**src/rtl/ram_fifo_ctrl.sv**
```systemverilog
// FIFO sequencer for the 8x8 chip-select RAM: turns push/pop handshakes into
// registered RAM control cycles and owns pointers, occupancy and the RAM clear.
module ram_fifo_ctrl #(
  parameter int DATA_W = 8,
  parameter int ADDR_W = 3,
  parameter int DEPTH  = 8
) (
  input  logic              clk,
  input  logic              reset,
  input  logic              push,
  input  logic [DATA_W-1:0] push_data,
  output logic              push_ready,
  input  logic              pop,
  output logic              pop_ready,
  output logic [DATA_W-1:0] pop_data,
  output logic              pop_valid,
  input  logic              clear,
  output logic [ADDR_W:0]   count,
  output logic              full,
  output logic              empty,
  output logic [ADDR_W-1:0] mem_adress,
  output logic [DATA_W-1:0] mem_in,
  output logic              mem_cs,
  output logic              mem_we,
  output logic              mem_re,
  output logic              mem_reset,
  input  logic [DATA_W-1:0] mem_out
);

  typedef enum logic [1:0] {IDLE, WR, RD, CLR} state_t;

  localparam logic [ADDR_W:0] DEPTH_C = (ADDR_W+1)'(DEPTH);

  state_t            state, next_state;
  logic [ADDR_W-1:0] wr_ptr, rd_ptr;

  assign full  = (count == DEPTH_C);
  assign empty = (count == '0);

  always_ff @(posedge clk or negedge reset) begin
    if (!reset) state <= IDLE;
    else        state <= next_state;
  end

  // Clear outranks pop, pop outranks push; every operation is a single cycle.
  always_comb begin
    next_state = IDLE;
    if (state == IDLE) begin
      if (clear)              next_state = CLR;
      else if (pop && !empty) next_state = RD;
      else if (push && !full) next_state = WR;
    end
  end

  // Ready flags are forced low while reset is held so nothing looks acceptable.
  always_comb begin
    push_ready = 1'b0;
    pop_ready  = 1'b0;
    if (reset && state == IDLE) begin
      push_ready = !full && !clear && !(pop && !empty);
      pop_ready  = !empty && !clear;
    end
  end

  // RAM controls are registered from the upcoming state so they line up with it.
  always_ff @(posedge clk or negedge reset) begin
    if (!reset) begin
      mem_cs     <= 1'b0;
      mem_we     <= 1'b0;
      mem_re     <= 1'b0;
      mem_reset  <= 1'b1;
      mem_adress <= '0;
      mem_in     <= '0;
    end else begin
      mem_cs    <= (next_state == WR) || (next_state == RD);
      mem_we    <= (next_state == WR);
      mem_re    <= (next_state == RD);
      mem_reset <= (next_state != CLR);
      if (next_state == WR) begin
        mem_adress <= wr_ptr;
        mem_in     <= push_data;
      end else if (next_state == RD) begin
        mem_adress <= rd_ptr;
      end
    end
  end

  always_ff @(posedge clk or negedge reset) begin
    if (!reset) begin
      wr_ptr <= '0;
      rd_ptr <= '0;
      count  <= '0;
    end else begin
      case (state)
        WR: begin
          wr_ptr <= wr_ptr + ADDR_W'(1);
          count  <= count + (ADDR_W+1)'(1);
        end
        RD: begin
          rd_ptr <= rd_ptr + ADDR_W'(1);
          count  <= count - (ADDR_W+1)'(1);
        end
        CLR: begin
          wr_ptr <= '0;
          rd_ptr <= '0;
          count  <= '0;
        end
        default: ;
      endcase
    end
  end

  // Read data is captured at the end of the RD cycle while the RAM drives it.
  always_ff @(posedge clk or negedge reset) begin
    if (!reset) begin
      pop_data  <= '0;
      pop_valid <= 1'b0;
    end else begin
      pop_valid <= (state == RD);
      if (state == RD) pop_data <= mem_out;
    end
  end

endmodule

```
**config.mk**
```make
export PLATFORM = sky130hd
export DESIGN_NAME = ram_fifo_ctrl
export DESIGN_NICKNAME = d
export VERILOG_FILES = /design/src/rtl/ram_fifo_ctrl.sv
export SDC_FILE = /design/constraint.sdc
export NUM_CORES = 1
export LEC_CHECK = 0
export CAP_MARGIN = 20
export CORE_ASPECT_RATIO = 0.75
export CORE_MARGIN = 8
export CORE_UTILIZATION = 43
export CTS_BUF_LIST = sky130_fd_sc_hd__clkbuf_4
export DETAILED_ROUTE_END_ITERATION = 8
export PLACE_DENSITY = 0.78
export REMOVE_ABC_BUFFERS = 1
export SLEW_MARGIN = 20
export SYNTH_ARGS = -nofsm -noshare
export SYNTH_HDL_FRONTEND = slang
export SYNTH_SLANG_ARGS = --single-unit
```
**constraint.sdc**
```tcl
create_clock -name clk -period 2.2 [get_ports clk]
set_input_delay 0.66 -clock clk [delete_from_list [all_inputs] [get_ports clk]]
set_output_delay 0.66 -clock clk [all_outputs]
set_load 0.02 [all_outputs]
```
==> metrics.txt, run 1 <==
die area just over 6000 µm²; DRT iter0 DRCs 35; CP peak stage delay 0.41 ns; Ant. Diodes 0; largest net degree at the start of global routing 37; area delta synth->final 50.7%; cell depth of the worst setup path 4; Std-Cell Rows 19; synthesized area per cell 11.4 µm²; Clock transition at path regs between 0.1 and 0.15 ns; Initial Utilization 45.1%; fin area 2510 µm²; R2R Setup Slk ~0.080 ns; endpoint class of the critical path output pin; Sw Share 39.8%; register bit total from synthesis 36; register area 902 µm²; # port buffers 52; number of CTS-inserted buffers 5; Root Buffer clkbuf_4; count leader, synth dfrtp_1; Post-Synthesis Cell Area around 1700 µm²; vias in the first global route 1379; Warnings, synthesis 0; via count 1299; Worst slew margin 70.7%; Pwr Density 1660 nW/µm²; Final min period 2.26 ns; post-route ant nets 0; Final Cycle Share 103%; Critical Path AT 1.60 ns; Non-Filler Instances 269; r2r startpoint count[0]; WL/cell 14.4 µm; Inst Count DP 258; Final setup viols 2; total grt overflow 0; H-Tree Depth 2; total track usage about an eighth; Distinct cells, synth 35; failing checks setup timing; Slew @ Worst Pin 0.440 ns; ranking of synthesized cells by area dfrtp_1, nand2_1, mux2_2; critical path class in2out; HPWL after DPL 2860 µm; sw power about 1.7 mW; core footprint between 3000 and 4000 µm²; Max Fclk 0.443 GHz; Post-synth top flop dfrtp_1; first-pass GRT wire length 6330 µm; drt drc 0; Tot Pwr 4.16 mW; share of layout cells above drive strength 1 24.4%; asr flop ratio synth 100%; cells along the critical path clkdlybuf4s50_1 -> mux2i_1 -> and4b_1 -> buf_4; CTS Buffer Depth 2; post-placement cell area around 2300 µm²; Nets 245; Pre-antenna DRT Iters 4; most instantiated cells after synthesis dfrtp_1, nand2_1, mux2_2, mux2i_1, ha_1; cells after synthesis 146; cts hold-fix bufs 0; RSZ-0062 raised after global routing yes; worst setup path startpoint pop; DP Worst Slack -0.555 ns; reg2reg end mem_in[5]; TritonCTS clock tree done; Synth area leader dfrtp_1; outcome finished with violations; setup slack after layout -0.0594 ns; maximum VDD drop between 0.9 and 1 mV; CP Launch Type input port; Sink Count 36; area of the multi-input gates 774 µm²; initial antenna violation count 0; internal power 2.51 mW; final wirelength 3890 µm; Seq pwr share 28.6%; Die X-Extent 87.8 µm; slowest CP cell clkdlybuf4s50_1; gpl congestion between 0.7 and 0.8; Fill cells 290; sequential area share after synthesis 54.3%; Clk Latency, worst-skew pair roughly 0.35 ns; Bufs and invs on worst path 2; cell family with most CP delay buffers and inverters; vias per cell ~4.8; fin. max-slew vios 0; Final Hold Vio Count 0; combinational fraction of design power 60.1%; I/O pin cnt 53; worst endpoint required time 1.54 ns; Critical Path Fanout Max 2; EDFF count, synth 0; worst setup path end push_ready; Synth top area share 52.7%; clock power share 11.4%; Die Span Y about 70 µm; LEAKAGE 1.18 nW; max_cap viols 0; length in cells of the worst reg-to-reg path 9; clk_skew 0.0139 ns; HP Class in2async
area by class of cell:
type                            count  share of cell area (%)
Tap cell                           52                    2.60
Clock buffer                        6                    1.80
Clock inverter                      2                    1.40
Sequential cell                    36                    36.0
Timing Repair Buffer               70                    26.1
Inverter                            8                    1.20
Multi-Input combinational cell     95                    30.9
worst register-to-register path: stages (launching register included):
cell	delay, ns
dfrtp_1	0.42
buf_4	0.18
nor4_4	0.27
buf_4	0.16
buf_4	0.09
nor2b_1	0.04
o21ai_2	0.21
ha_4	0.19
buf_8	0.14
mux2_4	0.30
layer usage:
layer  global-route usage (%)  routed length, µm  up-vias
met5                        0                  0        -
li1                         -                  -      628
met3                     6.07                406        8
met4                     5.13                 61        0
met2                     22.0               1800       45
met1                     13.3               1620      618
worst min-delay path by stage:
| stage | cells past startpoint | start | slack [ns] | endpoint |
|---|---|---|---|---|
| CTS | 2 | reset | 0.38 | mem_in[3] |
| global placement | 2 | pop_data[4] | 0.46 | pop_data[4] |
| detailed placement | 2 | pop_data[1] | 0.47 | pop_data[1] |
| floorplan | 0 | reset | 0.36 | count[0] |
| finish | 2 | reset | 0.37 | mem_in[3] |
| global route | 2 | reset | 0.41 | mem_in[6] |
placed cells by master (no fill, tap or decap), drive strengths merged:
cell type,n
o21ai,7
nand2b,2
and4b,1
o2bb2ai,1
dlymetal6s2s,2
clkbuf,6
dfstp,1
a21oi,1
a22o,1
inv,8
clkinv,1
or3,1
nor3,2
clkdlybuf4s15,1
nor2b,2
bufinv,1
mux2i,9
o211ai,1
buf,22
nand4b,1
nor2,3
xor2,1
mux2,10
nand2,33
and2,1
xnor2,3
dlygate4sd2,2
dfrtp,35
clkdlybuf4s50,43
and4bb,1
o22ai,4
a31oi,1
ha,8
nor4,1
sequential cells by signal, indices dropped and copies added (netlist names):
name        cells
count           4
state           2
mem_cs          1
mem_reset       1
rd_ptr          3
mem_we          1
mem_re          1
pop_valid       1
wr_ptr          3
mem_in          8
mem_adress      3
pop_data        8
metrics by stage:
step	utilization, %	setup TNS (ns)	hold WS (ns)
detailed placement	62.6	-5.55	0.472
finish	68.0	-0.112	0.370
global placement	62.6	-3.43	0.458
CTS	65.2	-0.139	0.381
global route	68.0	-0.690	0.410
floorplan	-	-1.56	0.364
repair_timing:
item,in CTS,in global routing
resized for setup,21,22
pin swaps,3,5
setup endpoints to repair,14,18
buffers inserted,1,3
cell families after synthesis:
family                   after synthesis  share of synthesized area (%)
flip-flops                            36                           54.3
multiplexers                          19                           12.2
AND/OR/NAND/NOR                       48                           14.4
adder cells (fa/ha/maj)                8                           6.02
XOR/XNOR                               4                           2.11
buffers and inverters                 15                           4.74
AO/OA/AOI/OAI                         16                           6.32
power groups by stage:
stage	Clock, mW	Combinational, mW	Sequential (mW)
2_1_floorplan	0	0.929	1.56
3_3_place_gp	0	2.24	1.17
3_5_place_dp	0	2.32	1.18
4_1_cts	0.485	2.34	1.18
5_1_grt	0.517	2.74	1.23
6_report	0.473	2.50	1.19
Note: power is estimated with default switching activity, not from simulation.
==> run 2: changes to the inputs <==
CORE_MARGIN = 10   (was 8)
==> run 2 against run 1 <==
Net effect: the run still ends with setup timing left; flip-flop and latch count is the same; clock power shrank 27%; global-route usage shrank 0.85 points.
==> metrics.txt, run 2 (synthesis results as in run 1) <==
cts hold-fix bufs 0 (unchanged); LEAKAGE 1.19 nW (+0.95%); clk_skew 0.0129 ns (-0.000976 ns); fin. max-slew vios 0 (unchanged); Worst slew margin 69.2% (-1.5 points); clock power share 8.5% (-2.9 points); Seq pwr share 29.6% (+1.0 points); area delta synth->final 48.8%; Die X-Extent 91.8 µm (+4.6%); Tot Pwr 4.05 mW (-2.7%); via count 1324 (+1.9%); Root Buffer clkbuf_4; Sink Count 36 (unchanged); total grt overflow 0 (unchanged); number of CTS-inserted buffers 5 (unchanged); Sw Share 41.1% (+1.3 points); top sig layer met4; critical path class in2out; Final Cycle Share 102% (-0.74 points); most common cell after layout, fill and taps aside clkdlybuf4s50_1; WL met3 311 µm (-23%); length in cells of the worst reg-to-reg path 8 (-1); Nets 245 (unchanged); Pwr Density 1640 nW/µm² (-1.4%); Pre-antenna DRT Iters 4 (unchanged); Final Core Density 67.1% (-0.88 points); CP Launch Type input port; R2R Setup Slk 0.09 ns (about the same); RSZ-0062 raised after global routing yes; WL/cell 15.9 µm (+9.8%); CTS Buffer Depth 2 (unchanged); endpoint class of the critical path output pin; Critical Path Fanout Max 2 (unchanged); reg2reg end mem_in[3]; Metal-1 WL 1870 µm (+16%); max_cap viols 0 (unchanged); initial antenna violation count 0 (unchanged); core footprint 3680 µm² (unchanged); r2r startpoint count[0]; drt drc 0 (unchanged); CP peak stage delay 0.41 ns (about the same); H-Tree Depth 2 (unchanged); combinational fraction of design power 61.9% (+1.8 points); setup slack after layout -0.0433 ns (+0.0162 ns); slowest CP cell clkdlybuf4s50_1; most frequent cells in the layout clkdlybuf4s50_1, dfrtp_1, nand2_1; Clk Latency, worst-skew pair 0.34 ns (about the same); Largest regs mem_in: 8 flops, pop_data: 8 flops, count: 4 flops; failing checks setup timing; DRT iter0 DRCs 34 (-2.9%); Bufs and invs on worst path 2 (unchanged); sw power 1.67 mW (+0.58%); largest net degree at the start of global routing 37 (unchanged); Final Hold Vio Count 0 (unchanged); Slew @ Worst Pin 0.462 ns (+0.0226 ns); worst endpoint required time 1.54 ns (about the same); maximum VDD drop 0.915 mV (-2.9%); Critical Path AT 1.58 ns (-0.02 ns); Initial Utilization 45.1% (unchanged); internal power 2.39 mW (-4.8%); cell family with most CP delay buffers and inverters; Std-Cell Rows 19 (unchanged); post-route ant nets 0 (unchanged); cell depth of the worst setup path 4 (unchanged); Max Fclk 0.446 GHz (+0.72%); worst setup path startpoint pop; Ant. Diodes 0 (unchanged); worst setup path end push_ready; share of layout cells above drive strength 1 23.0% (-1.4 points); Final setup viols 2 (unchanged); outcome finished with violations; final wirelength 4270 µm (+9.8%); first-pass GRT wire length 6630 µm (+4.8%); I/O pin cnt 53 (unchanged); gpl congestion 0.745 (-4.6%); HPWL after DPL 3050 µm (+6.8%); Hold Slack 0.397 ns (+0.0271 ns); total track usage 12.1% (-0.85 points); cells along the critical path clkdlybuf4s50_1 -> mux2i_1 -> and4b_1 -> buf_4; HP Class in2async; met2 routed WL 2070 µm (+15%); Clock transition at path regs 0.11 ns (about the same); vias per cell 4.92 (+1.9%); # port buffers 52 (unchanged); TritonCTS clock tree done; die area 6780 µm² (+11%); Die Span Y 73.9 µm (+5.7%); Final min period 2.24 ns (-0.0162 ns); vias in the first global route 1358 (-1.5%)
run 2: changes by cell type in the layout (fill, tap and decap cells not counted), moves of 2 or more:
cell,delta
buf_4,-2
buf_6,+3
clkinv_1,+2
dlymetal6s2s_1,+2
ha_4,-2
run 2: how the worst min path moves through the flow:
stage / startpoint / endpoint / cells after the start
finish: reset / rd_ptr[0] / 2
floorplan: reset / count[0] / 0
CTS: reset / count[3] / 2
detailed placement: pop_data[4] / pop_data[4] / 2
global route: reset / mem_in[2] / 2
global placement: pop_data[7] / pop_data[7] / 2
run 2: metrics by stage:
stage	TNS [ns]	setup WS [ns]	cell area, µm²	cells
after detailed placement	-4.81	-0.516	2310	258
after CTS	-0.186	-0.178	2380	266
after global placement	-3.47	-0.487	2310	258
final	-0.0858	-0.0433	2470	269
after floorplan	-1.56	-0.165	1610	139
after global routing	-0.765	-0.163	2470	269
run 2: routing by layer:
metal  GRT usage, %  vias to the layer above
li1               -                      628
met3           5.49                        3
met4           2.56                        0
met1           14.2                      646
met5              0                        -
met2           20.1                       47
run 2: power groups by stage:
stage                     Sequential, mW  Clock [mW]  Combinational (mW)
final                               1.20       0.346                2.51
after detailed placement            1.19           0                2.34
after global placement              1.16           0                2.25
after CTS                           1.18       0.350                2.37
after floorplan                     1.56           0               0.929
after global routing                1.24       0.384                2.73
run 2: what timing repair did:
action / in CTS / in global routing
endpoints found under the setup margin: 11 / 17
resized for setup: 18 / 26
pin swaps: 2 / 9
buffers inserted: 0 / 4
run 2: layout make-up:
cell class / count / area, µm²
repair buffers: 70 / 674
well taps: 52 / 65.1
clock buffers: 6 / 45.0
flip-flops and latches: 36 / 902
inverters: 8 / 30.0
clock inverters: 2 / 7.51
fillers: 295 / 1210
multi-input cells: 95 / 749
==> run 3: changes to the inputs <==
CTS_CLUSTER_SIZE = 28   (was default)
==> results of run 3 <==
Final layout, timing and power as in run 2 (identical DEF).
